## src/rtl/pri_icache_ctrl_slave.sv

```systemverilog
// Cache-side responder for the private icache control bus: bypass/flush handshakes,
// fetch drain + tag invalidation walk sequencing, and saturating perf counters.
// All outputs registered; invalidate walk advances one set per granted cycle.
module pri_icache_ctrl_slave #(
   parameter int NB_SETS   = 32,
   parameter int CNT_WIDTH = 32
) (
   input  logic                       clk_i,
   input  logic                       rst_i,
   input  logic                       bypass_req_i,
   output logic                       bypass_ack_o,
   input  logic                       flush_req_i,
   output logic                       flush_ack_o,
   input  logic                       ctrl_clear_regs_i,
   input  logic                       ctrl_enable_regs_i,
   output logic [CNT_WIDTH-1:0]       ctrl_hit_count_o,
   output logic [CNT_WIDTH-1:0]       ctrl_trans_count_o,
   output logic [CNT_WIDTH-1:0]       ctrl_miss_count_o,
   input  logic                       evt_trans_i,
   input  logic                       evt_hit_i,
   input  logic                       evt_miss_i,
   input  logic                       fetch_idle_i,
   output logic                       fetch_block_o,
   output logic                       cache_bypass_o,
   output logic                       tag_inv_req_o,
   output logic [$clog2(NB_SETS)-1:0] tag_inv_set_o,
   input  logic                       tag_inv_gnt_i
);

   localparam int SW = $clog2(NB_SETS);
   localparam logic [SW-1:0] LAST_SET = SW'(NB_SETS - 1);

   typedef enum logic [1:0] {IDLE, DRAIN, INVAL, FLUSH_DONE} state_e;
   // Operation latched on leaving IDLE; requests seen later do not alter it.
   typedef enum logic [1:0] {OP_FLUSH, OP_ENTER, OP_LEAVE} op_e;

   state_e         state_q;
   op_e            op_q;
   logic           fetch_block_q;
   logic           cache_bypass_q;
   logic           bypass_ack_q;
   logic           flush_ack_q;
   logic           tag_inv_req_q;
   logic [SW-1:0]  set_q;

   // Control FSM: drain fetches, optionally walk all sets, then complete the handshake.
   always_ff @(posedge clk_i or posedge rst_i) begin
      if (rst_i) begin
         state_q        <= IDLE;
         op_q           <= OP_FLUSH;
         fetch_block_q  <= 1'b0;
         cache_bypass_q <= 1'b0;
         bypass_ack_q   <= 1'b0;
         flush_ack_q    <= 1'b0;
         tag_inv_req_q  <= 1'b0;
         set_q          <= '0;
      end else begin
         case (state_q)
            IDLE: begin
               // Flush has priority; a deferred mode change is picked up on a later visit.
               if (flush_req_i && !flush_ack_q) begin
                  op_q          <= OP_FLUSH;
                  fetch_block_q <= 1'b1;
                  state_q       <= DRAIN;
               end else if (bypass_req_i != bypass_ack_q) begin
                  op_q          <= bypass_req_i ? OP_ENTER : OP_LEAVE;
                  fetch_block_q <= 1'b1;
                  state_q       <= DRAIN;
               end
            end
            DRAIN: begin
               if (fetch_idle_i) begin
                  if (op_q == OP_ENTER) begin
                     // Bypass does not read the arrays, so no invalidation is needed.
                     cache_bypass_q <= 1'b1;
                     bypass_ack_q   <= 1'b1;
                     fetch_block_q  <= 1'b0;
                     state_q        <= IDLE;
                  end else begin
                     tag_inv_req_q <= 1'b1;
                     set_q         <= '0;
                     state_q       <= INVAL;
                  end
               end
            end
            INVAL: begin
               if (tag_inv_gnt_i) begin
                  if (set_q == LAST_SET) begin
                     set_q         <= '0;
                     tag_inv_req_q <= 1'b0;
                     fetch_block_q <= 1'b0;
                     if (op_q == OP_FLUSH) begin
                        flush_ack_q <= 1'b1;
                        state_q     <= FLUSH_DONE;
                     end else begin
                        cache_bypass_q <= 1'b0;
                        bypass_ack_q   <= 1'b0;
                        state_q        <= IDLE;
                     end
                  end else begin
                     set_q <= set_q + SW'(1);
                  end
               end
            end
            FLUSH_DONE: begin
               if (!flush_req_i) begin
                  flush_ack_q <= 1'b0;
                  state_q     <= IDLE;
               end
            end
            default: state_q <= IDLE;
         endcase
      end
   end

   assign fetch_block_o  = fetch_block_q;
   assign cache_bypass_o = cache_bypass_q;
   assign bypass_ack_o   = bypass_ack_q;
   assign flush_ack_o    = flush_ack_q;
   assign tag_inv_req_o  = tag_inv_req_q;
   assign tag_inv_set_o  = set_q;

   // Counter index: 0 = trans, 1 = hit, 2 = miss.
   logic [CNT_WIDTH-1:0] cnt_q [3];
   logic [CNT_WIDTH-1:0] cnt_d [3];
   logic [2:0]           evt;

   assign evt = {evt_miss_i, evt_hit_i, evt_trans_i};

   // Next counter values: clear beats increment, increments stop at all-ones.
   always_comb begin
      for (int i = 0; i < 3; i++) begin
         cnt_d[i] = cnt_q[i];
         if (ctrl_clear_regs_i) begin
            cnt_d[i] = '0;
         end else if (ctrl_enable_regs_i && evt[i] && (cnt_q[i] != {CNT_WIDTH{1'b1}})) begin
            cnt_d[i] = cnt_q[i] + CNT_WIDTH'(1);
         end
      end
   end

   // Counter registers.
   always_ff @(posedge clk_i or posedge rst_i) begin
      if (rst_i) begin
         for (int i = 0; i < 3; i++) cnt_q[i] <= '0;
      end else begin
         for (int i = 0; i < 3; i++) cnt_q[i] <= cnt_d[i];
      end
   end

   assign ctrl_trans_count_o = cnt_q[0];
   assign ctrl_hit_count_o   = cnt_q[1];
   assign ctrl_miss_count_o  = cnt_q[2];

endmodule

```

## config.mk

```make
export PLATFORM = sky130hd
export DESIGN_NAME = pri_icache_ctrl_slave
export DESIGN_NICKNAME = d
export VERILOG_FILES = /design/src/rtl/pri_icache_ctrl_slave.sv
export SDC_FILE = /design/constraint.sdc
export NUM_CORES = 1
export LEC_CHECK = 0
export BUFFER_PORTS_ARGS = -buffer_cell sky130_fd_sc_hd__buf_4
export CORE_MARGIN = 10
export CORE_UTILIZATION = 38
export CTS_CLUSTER_SIZE = 14
export DETAILED_ROUTE_END_ITERATION = 10
export PLACE_DENSITY = 0.7
export SETUP_SLACK_MARGIN = 0.4
export SLEW_MARGIN = 20
export SYNTH_ARGS = -nofsm -noshare
export SYNTH_HDL_FRONTEND = slang
export SYNTH_SLANG_ARGS = --single-unit
```

## constraint.sdc

```tcl
create_clock -name clk_i -period 3.24 [get_ports clk_i]
set_input_delay 0.162 -clock clk_i [delete_from_list [all_inputs] [get_ports clk_i]]
set_output_delay 0.162 -clock clk_i [all_outputs]
set_load 0.03 [all_outputs]
```

==> key figures, run 1 <==
Clock network
  – CTS tree: done
  – H-Tree Depth: 3
  – CTS root buffer: clkbuf_16
  – Total CTS buffers: 9
  – Clock Latency Late Sink: 350 ps
  – Worst-path clk slew: 70 ps
  – Clock sink count: 109
  – Deepest clock path buffer count: 2
  – Post_cts resized: 0

Setup path
  – CP top delay family: simple AND/OR/NAND/NOR gates
  – Reg2reg end: ctrl_hit_count_o[11]
  – CP Launch Type: register
  – Ordered cell list for the critical path: nand4_1 > or4_1 > nor3_4 > and3b_1 > nor3_1
  – Worst EP required: 3500 ps
  – WP buf/inv: 0
  – Worst Setup Path Type: register to register
  – Worst EP arrival: 2880 ps
  – R2R depth: 5
  – Critical-path top delay cell: or4_1
  – Critical path origin: ctrl_hit_count_o[18]
  – Reg2reg setup slack: 620 ps
  – Critical path capture point type: register
  – Crit-path max cell delay: 750 ps
  – Worst-path fanout max: 27
  – RR Startpoint: ctrl_hit_count_o[18]

Synthesis
  – Yosys cell types: 61
  – Post-Syn Area: 6240 um2
  – Syn Nets: 701
  – Top cell type's share of synthesized area: 0.437
  – Post-synthesis sequential area ratio: 0.437
  – Average size of a mapped cell: 9.19 um2
  – YS warnings: 0
  – Flops & latches, synth: 109
  – Synth top cells by count: dfrtp_1, a21oi_1, nand2_1
  – Ranking of synthesized cells by area: dfrtp_1, a21oi_1, or4_1
  – Cells after synthesis: 679
  – Most common cell in the synthesized netlist: dfrtp_1
  – Asr flop ratio synth: 1.00
  – EDFF count, synth: 0
  – Main flop type after synthesis: dfrtp_1
  – Leading area contributor after synthesis: dfrtp_1

Outcome
  – Status: finished clean

Pwr
  – Seq pwr share: 0.484
  – Overall Power: 3.02 mW
  – Peak supply drop: 0.324 mV
  – Leakage: 3.12 nW
  – Combinational power share: 0.149
  – Clock share of power: 0.367
  – Power per Cell Area: 397 nW/um2
  – Switching power: 838 uW
  – Sw frac: 0.277
  – Pint: 2.18 mW

Worst hold path
  – WHS Endpoint: flush_ack_o
  – Hold WC Path Type: input port to register
  – Min-delay src: flush_req_i
  – Hold Path Stages: 3

GRT
  – Congestion Overflow GR: 0
  – Overall routing resource usage: 0.151
  – Initial antenna violation count: 0
  – Largest net degree at the start of global routing: 91
  – Vias in the first global route: 5526
  – First-pass GRT wire length: 28100 um

Timing
  – Setup_tns: 0 ps
  – Part of the cycle the worst path needs: 0.809
  – Final min period: 2620 ps
  – Final Worst Setup Slack: 620 ps
  – Max-slew violation count: 0
  – Slew HR: 0.375
  – Fmax: 0.382 GHz
  – Final-report setup violation count: 0
  – Fin. Hold Viols: 0
  – Worst slew pin tran: 938 ps
  – Clock Skew: 7.38 ps
  – RSZ-0062 raised after global routing: false

Die
  – Standard-cell rows: 46
  – Initial Util: 0.390
  – Ports: 117
  – Core area: 16000 um2
  – Die Span Y: 148 um
  – Die area: 21900 um2
  – Die W: 148 um

Route
  – Drt pass-1 iters: 5
  – WL final: 16900 um
  – Antenna Violating Nets Remaining: 0
  – Number of vias per cell: 5.71
  – DRC: 0
  – Drt wl/cell: 16.8 um
  – Vias post-DR: 5732
  – DR iter-0 viols: 351

Placed design
  – Placed inst area: 7310 um2
  – IO buf count: 116
  – Placer Congestion: 0.812
  – Worst slack at placement: 620 ps
  – Post-DP HPWL: 12000 um

Cells and area
  – Layout area overhead: 21.9%
  – Layout cells sized above 1: 0.208
  – Post-route design area: 7610 um2
  – Nets: 806
  – N_diodes: 0

Flow run
  – Max Cap Viol: 0
## routing by layer
metal	up-vias	wire [um]	GRT usage
met5	-	0	0
met4	0	222	0.0510
met3	16	1000	0.0364
met2	136	7780	0.234
met1	2776	7870	0.202
li1	2804	-	-
## how the worst max path moves through the flow
stage	slack (ps)	to	cells after the start
after floorplan	970	ctrl_trans_count_o[20]	6
after global placement	730	ctrl_hit_count_o[11]	5
after detailed placement	620	ctrl_hit_count_o[11]	5
after CTS	620	ctrl_hit_count_o[11]	5
after global routing	410	ctrl_hit_count_o[11]	5
final	620	ctrl_hit_count_o[11]	5
## layout make-up
class | instances | area [um2]
clock buffers | 10 | 239
inverters | 18 | 71.3
flip-flops and latches | 109 | 2730
well taps | 216 | 270
repair buffers | 127 | 956
clock inverters | 4 | 50.0
fillers | 1581 | 8390
multi-input cells | 519 | 3290
## registers in the layout, indices dropped and copies added (netlist names), 2 cells and up
name / flops
ctrl_hit_count_o: 32
op_q: 2
ctrl_miss_count_o: 32
state_q: 2
ctrl_trans_count_o: 32
tag_inv_set_o: 5
## cell usage in the layout (no fill, tap or decap), types with 4 or more instances in the layout
cell	instances
dfrtp_1	109
inv_1	17
nand3_1	33
o31ai_1	36
mux2i_1	4
clkbuf_16	9
nor4_1	7
a2111oi_0	6
or3_1	20
nand4_1	38
ha_1	11
and2_1	8
o211ai_1	4
xnor2_1	11
nor2b_1	15
or4_1	39
o21ai_0	35
and3_1	8
nand2_1	47
nor3_1	10
xor2_1	10
nor2_1	44
buf_4	126
and4_1	12
a21oi_1	65
nand2b_1	4
mux2_2	8
## power groups by stage
stage                     registers [mW]  logic, mW  clock network, mW
after CTS                           1.46      0.458               1.14
after floorplan                     1.52      0.293                  0
after global routing                1.47      0.510               1.19
after detailed placement            1.49      0.455                  0
after global placement              1.49      0.449                  0
final                               1.46      0.450               1.11
## through the flow
| stage | hold WS [ps] | utilization | cells |
|---|---|---|---|
| 2_1_floorplan | 311 | - | 679 |
| 3_3_place_gp | 190 | 0.457 | 988 |
| 3_5_place_dp | 193 | 0.457 | 988 |
| 4_1_cts | 60.5 | 0.476 | 1003 |
| 5_1_grt | 96.4 | 0.476 | 1003 |
| 6_report | 73.3 | 0.476 | 1003 |
## what timing repair did
action / in CTS / in global routing
endpoints found under the hold margin: 16 / 0
setup buffers: 0 / 0
hold buffers: 1 / 0
## cells by family after synthesis
family | count (synthesis) | share of synthesized area
buf+inv | 51 | 0.0351
xor+xnor | 21 | 0.0295
flops | 109 | 0.437
mux | 12 | 0.0209
simple gates | 303 | 0.283
compound gates | 172 | 0.172
fa+ha+maj | 11 | 0.0221
## tightest hold or removal path, cell delays in order
cell,delay (ps)
buf_4,90
o21ai_0,70
o21ai_0,60
(Power assumes the default switching activity.)
==> inputs of run 2 (changes only) <==
ABC_AREA = 1   (was not set)
PLACE_DENSITY = 0.67   (was 0.7)
clock period = 2.7 ns   (was 3.24 ns; I/O delays follow)
==> run 2 against run 1 <==
  * Synthesized cell count grew 74%
  * Sequential power is 21% higher
  * Register-to-register slack gained 60 ps
  * Clock skew rose by 3.5 ps
  * Worst hold slack gained 20 ps
  * Critical endpoint is now ctrl_trans_count_o[0]
==> key figures, run 2 <==
Synthesis
  – Leading area contributor after synthesis: dfrtp_1 (unchanged)
  – Post-synthesis sequential area ratio: 0.338 (was 0.437)
  – Mux contribution to synthesized area: 0 (was 0.0209)
  – Cells after synthesis: 1183 (was 679)
  – Asr flop ratio synth: 1.00 (unchanged)
  – Yosys cell types: 36 (was 61)
  – Syn Nets: 1205 (was 701)
  – Ranking of synthesized cells by area: dfrtp_1, nand2_1, nor2_1 (was dfrtp_1, a21oi_1, or4_1)
  – Main flop type after synthesis: dfrtp_1 (unchanged)
  – Flops & latches, synth: 109 (unchanged)
  – Top cell type's share of synthesized area: 0.338 (was 0.437)
  – Post-Syn Area: 8060 um2 (was 6240 um2)
  – Most common cell in the synthesized netlist: nand2_1 (was dfrtp_1)
  – Largest family of logic cells by synthesized area: simple AND/OR/NAND/NOR gates (unchanged)
  – Post-synthesis adder-cell area fraction: 0.0171 (was 0.0221)
  – Average size of a mapped cell: 6.82 um2 (was 9.19 um2)
  – Compound-cell area share of the yosys netlist: 0.0756 (was 0.172)
  – XOR/XNOR share of the synthesized area: 0.0228 (was 0.0295)
  – YS warnings: 0 (unchanged)
  – EDFF count, synth: 0 (unchanged)
  – Synth top cells by count: nand2_1, nor2_1, nand3_1 (was dfrtp_1, a21oi_1, nand2_1)
  – Synth Area in Simple Gates: 0.462 (was 0.283)

GRT
  – Overall routing resource usage: 0.163 (was 0.151)
  – Vias in the first global route: 7570 (was 5526)
  – Congestion Overflow GR: 0 (unchanged)
  – Largest net degree at the start of global routing: 110 (was 91)
  – First-pass GRT wire length: 38600 um (was 28100 um)
  – Initial antenna violation count: 0 (unchanged)

Cells and area
  – N_diodes: 0 (unchanged)
  – Nets: 1308 (was 806)
  – Layout area overhead: 16.2% (was 21.9%)
  – Commonest non-fill, non-tap cell in the layout: nand2_1 (was buf_4)
  – Post-route design area: 9370 um2 (was 7610 um2)
  – Most frequent cells in the layout: nand2_1, nor2_1, buf_4, nand3_1, dfrtp_1 (was buf_4, dfrtp_1, a21oi_1, nand2_1, nor2_1)
  – Layout cells sized above 1: 0.192 (was 0.208)

Setup path
  – Critical-path top delay cell: dfrtp_1 (was or4_1)
  – Worst EP required: 2980 ps (was 3500 ps)
  – Ordered cell list for the critical path: ha_1 > nand2_2 > nor2_4 > nand2_4 > nor2_8 > nand2_4 > nand2_4 > nand2_4 > o21ai_0 (was nand4_1 > or4_1 > nor3_4 > and3b_1 > nor3_1)
  – Worst EP arrival: 2300 ps (was 2880 ps)
  – CP top delay family: simple AND/OR/NAND/NOR gates (unchanged)
  – Crit-path max cell delay: 420 ps (was 750 ps)
  – WP buf/inv: 0 (unchanged)
  – Worst-path fanout max: 32 (was 27)
  – CP dominant cell by count: nand2_4
  – Worst Setup Path Type: register to register (unchanged)
  – CP Launch Type: register (unchanged)
  – Critical path capture point type: register (unchanged)

Timing
  – Part of the cycle the worst path needs: 0.749 (was 0.809)
  – Final min period: 2020 ps (was 2620 ps)
  – Fin. Hold Viols: 0 (unchanged)
  – Slew HR: 0.563 (was 0.375)
  – Final-report setup violation count: 0 (unchanged)
  – Worst slew pin tran: 656 ps (was 938 ps)
  – Max-slew violation count: 0 (unchanged)
  – RSZ-0062 raised after global routing: false (unchanged)
  – Clock Skew: 10.9 ps (was 7.38 ps)
  – Fmax: 0.494 GHz (was 0.382 GHz)
  – Setup_tns: 0 ps (unchanged)

Clock network
  – Total CTS buffers: 9 (unchanged)
  – Worst-path clk slew: 80 ps (was 70 ps)
  – H-Tree Depth: 3 (unchanged)
  – Post_cts resized: 0 (unchanged)
  – CTS root buffer: clkbuf_16 (unchanged)
  – Clock Latency Late Sink: 370 ps (was 350 ps)
  – Deepest clock path buffer count: 2 (unchanged)
  – CTS tree: done (unchanged)
  – Clock sink count: 109 (unchanged)

Pwr
  – Peak supply drop: 0.454 mV (was 0.324 mV)
  – Power per Cell Area: 412 nW/um2 (was 397 nW/um2)
  – Leakage: 4.37 nW (was 3.12 nW)

Die
  – Standard-cell rows: 53 (was 46)
  – Core area: 21000 um2 (was 16000 um2)
  – Die W: 166 um (was 148 um)
  – Die area: 27400 um2 (was 21900 um2)
  – Ports: 117 (unchanged)
  – Initial Util: 0.385 (was 0.390)
  – Die Span Y: 166 um (was 148 um)

Placed design
  – Placed inst area: 9070 um2 (was 7310 um2)
  – Placer Congestion: 0.890 (was 0.812)
  – Post-DP HPWL: 16300 um (was 12000 um)
  – IO buf count: 116 (unchanged)

Outcome
  – Status: finished clean (unchanged)

Route
  – Drt wl/cell: 14.4 um (was 16.8 um)
  – WL final: 22500 um (was 16900 um)
  – DR iter-0 viols: 549 (was 351)
  – Drt pass-1 iters: 5 (unchanged)
  – Vias post-DR: 7753 (was 5732)
  – Number of vias per cell: 4.95 (was 5.71)
  – Antenna Violating Nets Remaining: 0 (unchanged)
  – DRC: 0 (unchanged)

Worst hold path
  – Hold WC Path Type: input port to register (unchanged)

Flow run
  – Max Cap Viol: 0 (unchanged)
[run 2: path summary, 6_finish.rpt]
path	startpoint	endpoint	slack, ps	cells past startpoint
min in group asynchronous	rst_i	ctrl_hit_count_o[13]	480	4
hold / removal	bypass_req_i	op_q[1]	90	3
hold reg to reg	tag_inv_set_o[4]	tag_inv_set_o[4]	530	2
max in group asynchronous	rst_i	ctrl_hit_count_o[0]	1700	4
setup reg to reg	ctrl_trans_count_o[1]	ctrl_trans_count_o[0]	680	9
setup / recovery	ctrl_trans_count_o[1]	ctrl_trans_count_o[0]	680	9
[run 2: where the power goes]
group / switching, mW / internal (mW) / leakage, nW / total, mW
logic: 0.513 / 0.220 / 2.73 / 0.733
registers: 0.0549 / 1.70 / 1.51 / 1.76
clock network: 0.687 / 0.689 / 0.139 / 1.38
[run 2: cell families after synthesis]
family,after synthesis
flip-flops,109
AND/OR/NAND/NOR,815
adder cells (fa/ha/maj),11
AO/OA/AOI/OAI,88
buffers and inverters,139
XOR/XNOR,21
[run 2: timing repair]
action | CTS | global route
hold endpoints to repair | 63 | 0
setup buffers | 0 | 0
hold buffers | 1 | 0
[run 2: area by class of cell]
type	count	area, um2
Fill cell	2281	11600
Multi-Input combinational cell	935	4650
Clock inverter	5	41.3
Clock buffer	11	253
Sequential cell	109	2730
Tap cell	275	344
Inverter	107	408
Timing Repair Buffer	124	946
[run 2: layer usage]
layer  share of wire  global-route usage
met3           0.056              0.0336
met2            0.47               0.261
met5               0                   0
met4           0.013              0.0455
met1            0.46               0.216
[run 2: worst reg2reg max path: cells and delay by family, from the launching register on]
family / cells / cell delay, ps
and+or+nand+nor: 7 / 1080
adders and majority gates: 1 / 250
AOI/OAI and AO/OA: 1 / 210
DFF: 1 / 420
[run 2: metrics by stage]
step | power [mW] | hold WS, ps | utilization | setup slack [ps] | instances
floorplan | 2.33 | 340 | - | 820 | 1183
global placement | 2.51 | 379 | 0.433 | 775 | 1549
detailed placement | 2.52 | 381 | 0.433 | 714 | 1549
CTS | 3.90 | 81.5 | 0.447 | 658 | 1566
global route | 4.05 | 115 | 0.447 | 430 | 1566
finish | 3.86 | 93.3 | 0.447 | 678 | 1566
==> inputs of run 3 (changes only) <==
PLACE_DENSITY = 0.69   (was 0.67)
clock period = 1.8 ns   (was 2.7 ns; I/O delays follow)
==> run 3 against run 2 <==
  * Global-route usage increased by 2.5 points
  * Routed wire length up 24%
  * Clock power up 47%
  * Worst hold slack worse by 46 ps
  * Via count rose by 13%
  * Register-to-register slack lost 510 ps
  * Critical path depth is 1 higher
==> key figures, run 3 (synthesized netlist as in run 2, its figures left out) <==
Setup path
  – R2R depth: 10 (was 9)
  – Worst EP required: 2090 ps (was 2980 ps)
  – RR Startpoint: ctrl_miss_count_o[13] (was ctrl_trans_count_o[1])
  – Critical path capture point type: register (unchanged)
  – Worst-path fanout max: 7 (was 32)
  – Worst Setup Path Type: register to register (unchanged)
  – CP Launch Type: register (unchanged)
  – Reg2reg setup slack: 170 ps (was 680 ps)
  – Worst EP arrival: 1930 ps (was 2300 ps)
  – Reg2reg end: ctrl_miss_count_o[9] (was ctrl_trans_count_o[0])

Timing
  – Final-report setup violation count: 0 (unchanged)
  – Setup_tns: 0 ps (unchanged)
  – Fmax: 0.612 GHz (was 0.494 GHz)
  – Worst slew pin tran: 626 ps (was 656 ps)
  – RSZ-0062 raised after global routing: true (was false)
  – Clock Skew: 9.54 ps (was 10.9 ps)
  – Part of the cycle the worst path needs: 0.908 (was 0.749)
  – Fin. Hold Viols: 0 (unchanged)
  – Max-slew violation count: 0 (unchanged)
  – Slew HR: 0.581 (was 0.563)
  – Final min period: 1630 ps (was 2020 ps)

Cells and area
  – Post-Layout Cell Count: 1734 (was 1566)
  – Multi-input logic area: 5550 um2 (was 4650 um2)
  – Layout cells sized above 1: 0.419 (was 0.192)
  – Layout area overhead: 48.0% (was 16.2%)
  – Fill count: 1865 (was 2281)
  – Most frequent cells in the layout: nand2_1, buf_4, nor2_1, inv_1, nand3_1 (was nand2_1, nor2_1, buf_4, nand3_1, dfrtp_1)
  – Nets: 1475 (was 1308)
  – Commonest non-fill, non-tap cell in the layout: nand2_1 (unchanged)
  – Register Area: 2780 um2 (was 2730 um2)

Clock network
  – H-Tree Depth: 3 (unchanged)
  – CTS tree: done (unchanged)
  – Deepest clock path buffer count: 2 (unchanged)
  – CTS root buffer: clkbuf_16 (unchanged)
  – Clock sink count: 109 (unchanged)
  – Worst-path clk slew: 80 ps (about the same)
  – Clock Latency Late Sink: 360 ps (was 370 ps)
  – Total CTS buffers: 9 (unchanged)

Route
  – WL final: 27800 um (was 22500 um)
  – DR iter-0 viols: 679 (was 549)
  – DRC: 0 (unchanged)
  – Drt wl/cell: 16.1 um (was 14.4 um)
  – Drt pass-1 iters: 6 (was 5)
  – Antenna Violating Nets Remaining: 0 (unchanged)
  – Number of vias per cell: 5.05 (was 4.95)
  – Vias post-DR: 8760 (was 7753)

Placed design
  – Post-DP HPWL: 18900 um (was 16300 um)
  – Placer Congestion: 0.891 (was 0.890)
  – Placed cells: 1637 (was 1549)
  – IO buf count: 116 (unchanged)

Pwr
  – Leakage: 5.43 nW (was 4.37 nW)
  – Power per Cell Area: 548 nW/um2 (was 412 nW/um2)
  – Peak supply drop: 0.894 mV (was 0.454 mV)

GRT
  – Largest net degree at the start of global routing: 33 (was 110)
  – Global route hottest layer: met2 (unchanged)
  – Met2 GRT Util: 0.318 (was 0.261)
  – Vias in the first global route: 8462 (was 7570)
  – Initial antenna violation count: 1 (was 0)
  – First-pass GRT wire length: 43700 um (was 38600 um)
  – Overall routing resource usage: 0.187 (was 0.163)
  – Met3 GRT Util: 0.0419 (was 0.0336)
  – Met1 usage: 0.229 (was 0.216)
  – Congestion Overflow GR: 0 (unchanged)

Die
  – Initial Util: 0.385 (unchanged)
  – Standard-cell rows: 53 (unchanged)
  – Die area: 27400 um2 (unchanged)
  – Die W: 166 um (unchanged)
  – Ports: 117 (unchanged)
  – Die Span Y: 166 um (unchanged)
  – Core area: 21000 um2 (unchanged)

Flow run
  – Max Cap Viol: 0 (unchanged)

Worst hold path
  – Hold WC Path Type: input port to register (unchanged)
  – Min-delay src: bypass_req_i (unchanged)
  – WHS Endpoint: op_q[1] (unchanged)
  – Hold Path Stages: 3 (unchanged)

Outcome
  – Status: finished clean (unchanged)
-- run 3: cell types whose count changed in the layout (fill, tap and decap cells not counted), sizes merged --
cell | previous run | this run
clkinvlp | 3 | 4
nand2 | 463 | 464
inv | 109 | 107
clkinv | 0 | 1
diode | 0 | 1
clkbuf | 11 | 13
buf | 123 | 287
-- run 3: layout make-up --
cell class              count  area share
diodes                      1    0.000210
clock buffers              11      0.0203
clock inverters             5     0.00367
inverters                 107      0.0355
multi-input cells         936       0.465
flip-flops and latches    109       0.233
well taps                 275      0.0288
repair buffers            290       0.213
-- run 3: repair_timing --
| action | 4_1_cts | 5_1_grt |
|---|---|---|
| hold endpoints to repair | 16 | 0 |
| buffers inserted | 47 | 25 |
| gates cloned | 4 | 3 |
| setup endpoints to repair | 106 | 107 |
| gates resized for setup | 124 | 114 |
| pin swaps | 28 | 57 |
| hold buffers | 1 | 0 |
-- run 3: how the worst max path moves through the flow --
stage / slack [ps] / end / from
6_report: 170 / ctrl_miss_count_o[9] / ctrl_miss_count_o[13]
2_1_floorplan: 100 / ctrl_hit_count_o[9] / ctrl_hit_count_o[1]
3_5_place_dp: 100 / ctrl_hit_count_o[29] / ctrl_hit_count_o[9]
5_1_grt: 110 / ctrl_trans_count_o[6] / ctrl_trans_count_o[11]
3_3_place_gp: 140 / ctrl_hit_count_o[29] / ctrl_hit_count_o[9]
4_1_cts: 250 / ctrl_miss_count_o[18] / ctrl_miss_count_o[0]
-- run 3: metal layers --
metal,vias to the layer above,routed length [um]
met1,4147,11700
met3,57,1610
li1,4302,-
met5,-,0
met2,254,13800
met4,0,741
-- run 3: stage by stage --
stage / hold slack [ps] / util / power, mW / worst slack, ps / instance area, um2
3_3_place_gp: 231 / 0.481 / 3.93 / 140 / 10100
3_5_place_dp: 213 / 0.481 / 3.95 / 100 / 10100
2_1_floorplan: 295 / - / 3.59 / 96.7 / 8260
4_1_cts: 31.4 / 0.536 / 6.32 / 252 / 11200
5_1_grt: 68.4 / 0.569 / 6.83 / 114 / 11900
6_report: 47.2 / 0.570 / 6.54 / 165 / 11900
-- run 3: power breakdown --
group / total (mW) / leakage (nW) / switching [mW] / internal (mW)
Sequential: 2.65 / 1.43 / 0.0948 / 2.56
Clock: 2.03 / 0.134 / 1.03 / 0.999
Combinational: 1.86 / 3.87 / 1.10 / 0.758
-- run 3: critical path, stage by stage (launching register included) --
cell	delay [ps]
dfrtp_2	390
nand2_1	100
nor2_2	200
nand2_2	130
nor2_8	160
nand2_8	80
nand2_8	150
buf_6	130
buf_6	100
nand3_2	60
nand2_1	70
